## config.mk

```make
export PLATFORM = sky130hd
export DESIGN_NAME = mem_access_ctrl
export DESIGN_NICKNAME = d
export VERILOG_FILES = /design/src/rtl/mem_access_ctrl.sv
export SDC_FILE = /design/constraint.sdc
export NUM_CORES = 1
export LEC_CHECK = 0
export BUFFER_PORTS_ARGS = -buffer_cell sky130_fd_sc_hd__clkbuf_2
export CAP_MARGIN = 20
export CORE_AREA = 3 3 160 162
export DETAILED_ROUTE_END_ITERATION = 12
export DIE_AREA = 0 0 163 165
export PLACE_DENSITY = 0.78
export SKIP_LAST_GASP = 1
export SLEW_MARGIN = 15
export SYNTH_ARGS = -nofsm -noshare
export SYNTH_HDL_FRONTEND = slang
export SYNTH_SLANG_ARGS = --single-unit
```

## constraint.sdc

```tcl
create_clock -name clk -period 6.8 [get_ports clk]
set_input_delay 0.68 -clock clk [delete_from_list [all_inputs] [get_ports clk]]
set_output_delay 0.68 -clock clk [all_outputs]
set_load 0.02 [all_outputs]
```

## src/rtl/mem_access_ctrl.sv

```systemverilog
// mem_access_ctrl
// ---------------
// Memory-stage access controller. Latches one load/store from the memory
// stage, drives it on the data bus (held stable until data_ok), aligns and
// sign/zero-extends load data, and hands exactly one response per operation
// to writeback over a valid/ready handshake. Misaligned loads are answered
// locally with load_misalign=1 and never reach the bus. A flush drops the
// pending response; a flushed bus transaction is drained to completion
// because the bus cannot abandon it.
//
// Ports
//   clk, reset                 clock, asynchronous active-high reset
//   req_*                      memory-stage request and req_ready stall
//   flush                      kill in-flight/pending operation
//   dbus_valid/addr/size/strobe/data   registered bus request
//   dbus_addr_ok, dbus_data_ok, dbus_rdata   bus completion and load data
//   resp_valid/ready/data, load_misalign     writeback handshake
module mem_access_ctrl #(
    parameter int ADDR_W = 64,
    parameter int DATA_W = 64
) (
    input  logic                clk,
    input  logic                reset,
    input  logic                req_valid,
    input  logic                req_write,
    input  logic [ADDR_W-1:0]   req_addr,
    input  logic [2:0]          req_size,
    input  logic                req_unsigned,
    input  logic [DATA_W-1:0]   req_wdata,
    input  logic [DATA_W/8-1:0] req_strobe,
    output logic                req_ready,
    input  logic                flush,
    output logic                dbus_valid,
    output logic [ADDR_W-1:0]   dbus_addr,
    output logic [2:0]          dbus_size,
    output logic [DATA_W/8-1:0] dbus_strobe,
    output logic [DATA_W-1:0]   dbus_data,
    input  logic                dbus_addr_ok,
    input  logic                dbus_data_ok,
    input  logic [DATA_W-1:0]   dbus_rdata,
    output logic                resp_valid,
    input  logic                resp_ready,
    output logic [DATA_W-1:0]   resp_data,
    output logic                load_misalign
);

    typedef enum logic [1:0] {IDLE, BUSY, DRAIN, DONE} state_t;

    state_t                state_q;
    logic                  dbus_valid_q;
    logic [ADDR_W-1:0]     dbus_addr_q;
    logic [2:0]            dbus_size_q;
    logic [DATA_W/8-1:0]   dbus_strobe_q;
    logic [DATA_W-1:0]     dbus_data_q;
    logic                  op_write_q;
    logic                  op_unsigned_q;
    logic                  resp_valid_q;
    logic [DATA_W-1:0]     resp_data_q;
    logic                  load_misalign_q;

    logic                  accept;
    logic                  misalign;
    logic [DATA_W-1:0]     shifted;
    logic                  sign_bit;
    logic [DATA_W-1:0]     load_data_d;

    // addr_ok is informational only: the request is held until data_ok
    // regardless of whether the address phase has been acknowledged.
    logic unused_addr_ok;
    assign unused_addr_ok = dbus_addr_ok;

    // A new op can enter while idle, or in the same cycle the current
    // response is consumed (zero-bubble back-to-back).
    assign req_ready = !flush && ((state_q == IDLE) || ((state_q == DONE) && resp_ready));
    assign accept    = req_valid && req_ready;

    always_comb begin
        misalign = 1'b0;
        case (req_size)
            3'd1:    misalign = req_addr[0] != 1'b0;
            3'd2:    misalign = req_addr[1:0] != 2'b00;
            3'd3:    misalign = req_addr[2:0] != 3'b000;
            default: misalign = 1'b0;
        endcase
    end

    // Bring the addressed lane down to bit 0, then extend from the
    // operand's top bit. Dword accesses are aligned, so they pass through.
    assign shifted = dbus_rdata >> {dbus_addr_q[2:0], 3'b000};

    always_comb begin
        sign_bit    = 1'b0;
        load_data_d = shifted;
        case (dbus_size_q)
            3'd0: begin
                sign_bit    = !op_unsigned_q && shifted[7];
                load_data_d = {{(DATA_W-8){sign_bit}}, shifted[7:0]};
            end
            3'd1: begin
                sign_bit    = !op_unsigned_q && shifted[15];
                load_data_d = {{(DATA_W-16){sign_bit}}, shifted[15:0]};
            end
            3'd2: begin
                sign_bit    = !op_unsigned_q && shifted[31];
                load_data_d = {{(DATA_W-32){sign_bit}}, shifted[31:0]};
            end
            default: load_data_d = shifted;
        endcase
        if (op_write_q) begin
            load_data_d = '0;
        end
    end

    always_ff @(posedge clk or posedge reset) begin
        if (reset) begin
            state_q         <= IDLE;
            dbus_valid_q    <= 1'b0;
            dbus_addr_q     <= '0;
            dbus_size_q     <= '0;
            dbus_strobe_q   <= '0;
            dbus_data_q     <= '0;
            op_write_q      <= 1'b0;
            op_unsigned_q   <= 1'b0;
            resp_valid_q    <= 1'b0;
            resp_data_q     <= '0;
            load_misalign_q <= 1'b0;
        end else begin
            case (state_q)
                BUSY: begin
                    if (dbus_data_ok) begin
                        dbus_valid_q <= 1'b0;
                        if (flush) begin
                            state_q <= IDLE;
                        end else begin
                            state_q         <= DONE;
                            resp_valid_q    <= 1'b1;
                            resp_data_q     <= load_data_d;
                            load_misalign_q <= 1'b0;
                        end
                    end else if (flush) begin
                        state_q <= DRAIN;
                    end
                end
                DRAIN: begin
                    if (dbus_data_ok) begin
                        dbus_valid_q <= 1'b0;
                        state_q      <= IDLE;
                    end
                end
                DONE: begin
                    if (flush || resp_ready) begin
                        resp_valid_q <= 1'b0;
                        state_q      <= IDLE;
                    end
                end
                default: ;
            endcase

            // Accept only happens in IDLE or in a consuming DONE cycle, so
            // these assignments take priority over the DONE exit above.
            if (accept) begin
                if (!req_write && misalign) begin
                    state_q         <= DONE;
                    resp_valid_q    <= 1'b1;
                    resp_data_q     <= '0;
                    load_misalign_q <= 1'b1;
                end else begin
                    state_q       <= BUSY;
                    dbus_valid_q  <= 1'b1;
                    dbus_addr_q   <= req_addr;
                    dbus_size_q   <= req_size;
                    dbus_strobe_q <= req_write ? req_strobe : '0;
                    dbus_data_q   <= req_wdata;
                    op_write_q    <= req_write;
                    op_unsigned_q <= req_unsigned;
                end
            end
        end
    end

    assign dbus_valid    = dbus_valid_q;
    assign dbus_addr     = dbus_addr_q;
    assign dbus_size     = dbus_size_q;
    assign dbus_strobe   = dbus_strobe_q;
    assign dbus_data     = dbus_data_q;
    assign resp_valid    = resp_valid_q;
    assign resp_data     = resp_data_q;
    assign load_misalign = load_misalign_q;

endmodule

```

; Yosys cells after proc, flatten, opt, wreduce, memory -nomap -nowiden
; Cells that the tools add are included.
; Widths: inputs -> output; s select.
[totals]
register_bits = 210
latch_bits = 0
ram_bits = 0
mem_bits_ro = 0
inputBits = 212
output_inout_bits = 207
mem_count = 0
[op_classes]
addsub = 0
mul = 0
div = 0
magnitude_cmp = 0
n_eq_ne = 11
n_shift = 1
muxes = 32
bitwise_logic = 1
reduce_logical = 20
[op_table]
columns = cell, count
row1 = $mux 64, 6
row2 = $pmux 64 s3, 1
row3 = $shr 64x6->64, 1
row4 = $mux 1, 14
row5 = $mux 2, 7
row6 = $eq 3x2->1 const B, 3
row7 = $mux 8, 1
row8 = $logic_and 1x1->1, 7
row9 = $eq 3x1->1 const B, 2
row10 = $pmux 2 s3, 1
row11 = $eq 2x2->1 const B, 2
row12 = $ne 4x4->1 const B, 1
row13 = $reduce_and 4->1, 1
row14 = $reduce_bool 4->1, 1
row15 = $logic_not 1->1, 3
row16 = $logic_not 3->1, 1
row17 = $ne 3x2->1 const B, 1
row18 = $ne 3x3->1 const B, 1
row19 = $pmux 1 s3, 1
row20 = $reduce_bool 3->1, 1
row21 = $eq 2x1->1 const B, 1
row22 = $logic_not 2->1, 1
row23 = $logic_or 1x1->1, 2
row24 = $pmux 1 s2, 1
row25 = 4 further kinds, 4

; Logic depth before layout (Yosys ltp)
[depth]
word_depth = 9
mapped_depth = 11

; Worst setup path after synthesis
; No wires, ideal clock.
[synth_timing]
path_kind = input-to-reg
startpoint = input port req_size[2]
endpoint = register resp_data_q[45], in the netlist resp_data[45]
setup_time_ns = 0.123
arrival_ns = 2.183
path_slack_ns = 4.493
stages = 9
path_buffers = 4
cell_sequence = or3b_2 > o22ai_2 > and2_1 > buf_4 > nor2b_1 > clkbuf_2 > buf_6 > buf_2 > o2bb2ai_1
[synth_between]
elab_chain_cells = 5
elab_cells_between_ends = 7
cone_classes = 3 x eq/ne / 3 x mux / 1 x reduce/logical
[synth_lines]
columns = element, line
row1 = from (decl), 27  ; input logic [2:0] req_size,
row2 = $eq 3x2->1 / $eq 3x1->1 (equally long branches), 79  ; case (req_size)
row3 = $pmux 1 s3 (*), 79
row4 = $logic_and 1x1->1 (*), 162  ; if (!req_write && misalign) begin
row5 = $mux 64 (*), 162
row6 = $mux 64 (*), 161  ; if (accept) begin
row7 = to (signal assigned), 137  ; resp_data_q <= load_data_d;
row8 = to (decl), 58  ; logic [DATA_W-1:0] resp_data_q;
; Every way passes the cells marked *; elsewhere a longest branch is shown, timed or not.
; A chain may end at the register's enable or synchronous reset.

; Worst setup path after layout
[layout_timing]
startpoint = register dbus_addr_q[0], in the netlist dbus_addr[0]
endpoint = register resp_data_q[53], in the netlist resp_data[53]
[layout_between]
elab_chain_cells = 9
elab_cells_between_ends = 11
cone_classes = 1 x shift / 7 x mux / 3 x reduce/logical
[layout_lines]
columns = element, line
row1 = from (decl), 51  ; logic [ADDR_W-1:0] dbus_addr_q;
row2 = from (signal assigned), 170  ; dbus_addr_q <= req_addr;
row3 = $shr 64x6->64 (*), 89  ; assign shifted = dbus_rdata >> {dbus_addr_q[2:0], 3'b000};
row4 = "$logic_and 1x1->1, on equally long branches", "104, 100, 96"
row5 = $pmux 64 s3 (*), 94  ; case (dbus_size_q)
row6 = $mux 64 (*), 109  ; if (op_write_q) begin
row7 = $mux 64 (*), 132  ; if (flush) begin
row8 = $mux 64 (*), 130  ; if (dbus_data_ok) begin
row9 = $mux 64 (*), 128  ; case (state_q)
row10 = $mux 64, 162
row11 = $mux 64 (*), 161
; Marked as above.

==> metrics.md <==
| Metric | Value |
|---|---|
| Hold_buf cts | `0` |
| Syn_nets | `987` |
| Maxcap violations | `0` |
| Mapped Cells | `770` |
| Clock skew | `13.9 ps` |
| Area grow syn2layout | `31.2%` |
| Prevailing post-synth register cell | `dfrtp_1` |
| Critical path peak fanout | `37` |
| Total CTS buffers | `24` |
| Multi-input logic area | `4390 sq um` |
| Most common cell after layout, fill and taps aside | `clkbuf_2` |
| Wire length per cell | `22.2 um` |
| Pleak | `0.00639 uW` |
| Via count | `roughly 8.3k` |
| Synth cell types | `50` |
| Layout cells sized above 1 | `55.4%` |
| Chip Height | `about 170 um` |
| Drt drc | `0` |
| Gr ovfl total | `0` |
| IO Pins | `419` |
| GRT Total Usage | `23.9%` |
| Asr flop ratio synth | `100%` |
| Post-CTS Setup Bufs | `0` |
| H-tree Lvls | `1` |
| GPL Wtd Cong | `between 0.9 and 1` |
| Synth Warn # | `0` |
| Later-pin clock latency in the skew report | `530 ps` |
| Placement Setup Slack | `3090 ps` |
| Clk root buf | `clkbuf_16` |
| Commonest non-fill, non-tap cells in the layout | `clkbuf_2 (417), dfrtp_1 (208), mux2_2 (149)` |
| Peak VDD IR | `349 uV` |
| CORE AREA | `approximately 24,000 sq um` |
| Min cycle time layout | `3790 ps` |
| CTS resizes | `0` |
| First-pass GRT wire length | `~50 mm` |
| Critical Path RT | `7260 ps` |
| Largest stage delay, worst path | `840 ps` |
| DRT antenna net count | `0` |
| Final setup margin | `3010 ps` |
| Setup tns final | `0 ps` |
| Critical Path AT | `between 4000 and 5000 ps` |
| Max Slew Vio Count | `0` |
| Vias in the first global route | `8,580` |
| Critical path class | `register to register` |
| F_max | `about 0.26 GHz` |
| Die area | `26,900 sq um` |
| Hold crit path type | `input port to asynchronous set/reset pin` |
| Least-Margin Pin Slew | `1070 ps` |
| Pre-antenna DRT Iters | `5` |
| WP buf/inv | `1` |
| Hpwl dp | `25.0 mm` |
| Final Hold Viols | `0` |
| Worst-path clk slew | `60 ps` |
| RSZ-0062 raised after global routing | `no` |
| Slowest-stage cell, CP | `o31a_1` |
| Startpoint Class | `register` |
| CTS sink cnt | `210` |
| Reg area | `5260 sq um` |
| Final Cycle Share | `55.8%` |
| Vias per Instance | `around 5.5` |
| Flops & latches, synth | `210` |
| FILL cells | `2,094` |
| Critical-path cell list | `buf_4 -> nor2b_1 -> a2bb2o_4 -> nor4_4 -> o31a_1 -> a22o_1` |
| # port buffers | `417` |
| CP delay by family, top | `compound AO/OA/AOI/OAI gates` |
| TritonCTS clock tree | `done` |
| Status | `complete, no violations` |
| Synthesized area | `10,000 sq um` |
| Pwr Density | `533 nW/um^2` |
| Final setup vio count | `0` |
| Worst rel slew slack | `28.0%` |
| Crit end category | `register` |
| Chip width | `163 um` |
| Initial core utilization | `41.3%` |
| Routed WL | `33.4 mm` |
| Pin count of the biggest net entering global routing | `137` |
| Avg Inst Size Synth | `13.0 sq um` |
| DR iter-0 viols | `502` |
| Initial antenna violation count | `5` |
| Clock tree buffer depth | `3` |
| Final net count | `between 1k and 1.5k` |
| Sequential area share after synthesis | `between 50% and 60%` |
| # rows | `57` |
| Post-synth EDFFs | `0` |
==> synth_stat cells (all sizes together), types with 16 or more instances <==
cell / number / share of area [%]
nand3: 16 / 0.80
mux2i: 44 / 4.4
o21ai: 41 / 2.1
mux2: 149 / 17
a21oi: 31 / 1.6
dfrtp: 210 / 53
o2bb2ai: 32 / 2.8
nor2: 19 / 0.79
buf: 43 / 2.7
mux4: 17 / 3.8
a22o: 29 / 2.5
clkbuf: 17 / 0.66
==> per-stage QoR <==
step,total power [uW],util (%),instance area (sq um),std cells,hold WS (ps)
floorplan,4490,-,10000,770,496
global placement,5570,50.6,12300,1460,461
detailed placement,5660,50.6,12300,1460,470
CTS,7040,54.0,13100,1501,357
global route,7380,54.1,13100,1506,366
finish,7000,54.1,13100,1506,286
==> registers in the layout, summed over array words and instances (netlist names) <==
signal / flops
dbus_addr: 64
dbus_data: 64
load_misalign: 1
resp_valid: 1
op_unsigned_q: 1
dbus_size: 3
state_q: 2
dbus_valid: 1
dbus_strobe: 8
op_write_q: 1
resp_data: 64
==> layout make-up <==
| type | count | area share, % |
|---|---|---|
| Clock inverter | 6 | 0.724 |
| Antenna cell | 4 | 0.0763 |
| Clock buffer | 35 | 5.58 |
| Tap cell | 324 | 3.09 |
| Multi-Input combinational cell | 488 | 33.4 |
| Timing Repair Buffer | 427 | 16.7 |
| Inverter | 12 | 0.400 |
| Sequential cell | 210 | 40.1 |
==> layer usage <==
| layer | share of wire (%) | wire length [um] | GRT usage (%) |
|---|---|---|---|
| met1 | 37 | 12200 | 27.9 |
| met2 | 50 | 16700 | 41.5 |
| met3 | 10 | 3330 | 7.37 |
| met4 | 3.3 | 1100 | 8.77 |
| met5 | 0.036 | 12 | 0 |
==> kinds of logic (layout without fill, tap and decap cells) <==
kind of cell | count (synthesis) | count (layout) | synth area share, %
buffers and inverters | 72 | 480 | 3.76
adders and majority gates | 5 | 5 | 0.625
other | 0 | 4 | 0
muxes | 210 | 210 | 25.0
and+or+nand+nor | 99 | 99 | 5.37
AOI/OAI and AO/OA | 174 | 174 | 12.7
DFF | 210 | 210 | 52.5
==> worst paths after layout <==
check	from	to	slack (ps)	cells past startpoint
worst max-delay path	dbus_addr[0]	resp_data[53]	3010	6
worst min-delay path	reset	dbus_addr[28]	290	2
worst max register to register	dbus_addr[0]	resp_data[53]	3010	6
worst min register to register	dbus_valid	dbus_valid	480	1
max in group asynchronous	reset	dbus_data[54]	4830	3
min in group clk	req_addr[27]	dbus_addr[27]	380	2
==> report_power, final <==
part / internal (uW) / total [uW] / switching (uW)
registers: 1850 / 2280 / 433
logic: 1370 / 3370 / 2000
clock network: 819 / 1340 / 524
total: 4040 / 7000 / 2960
Note: power is estimated with default switching activity, not from simulation.
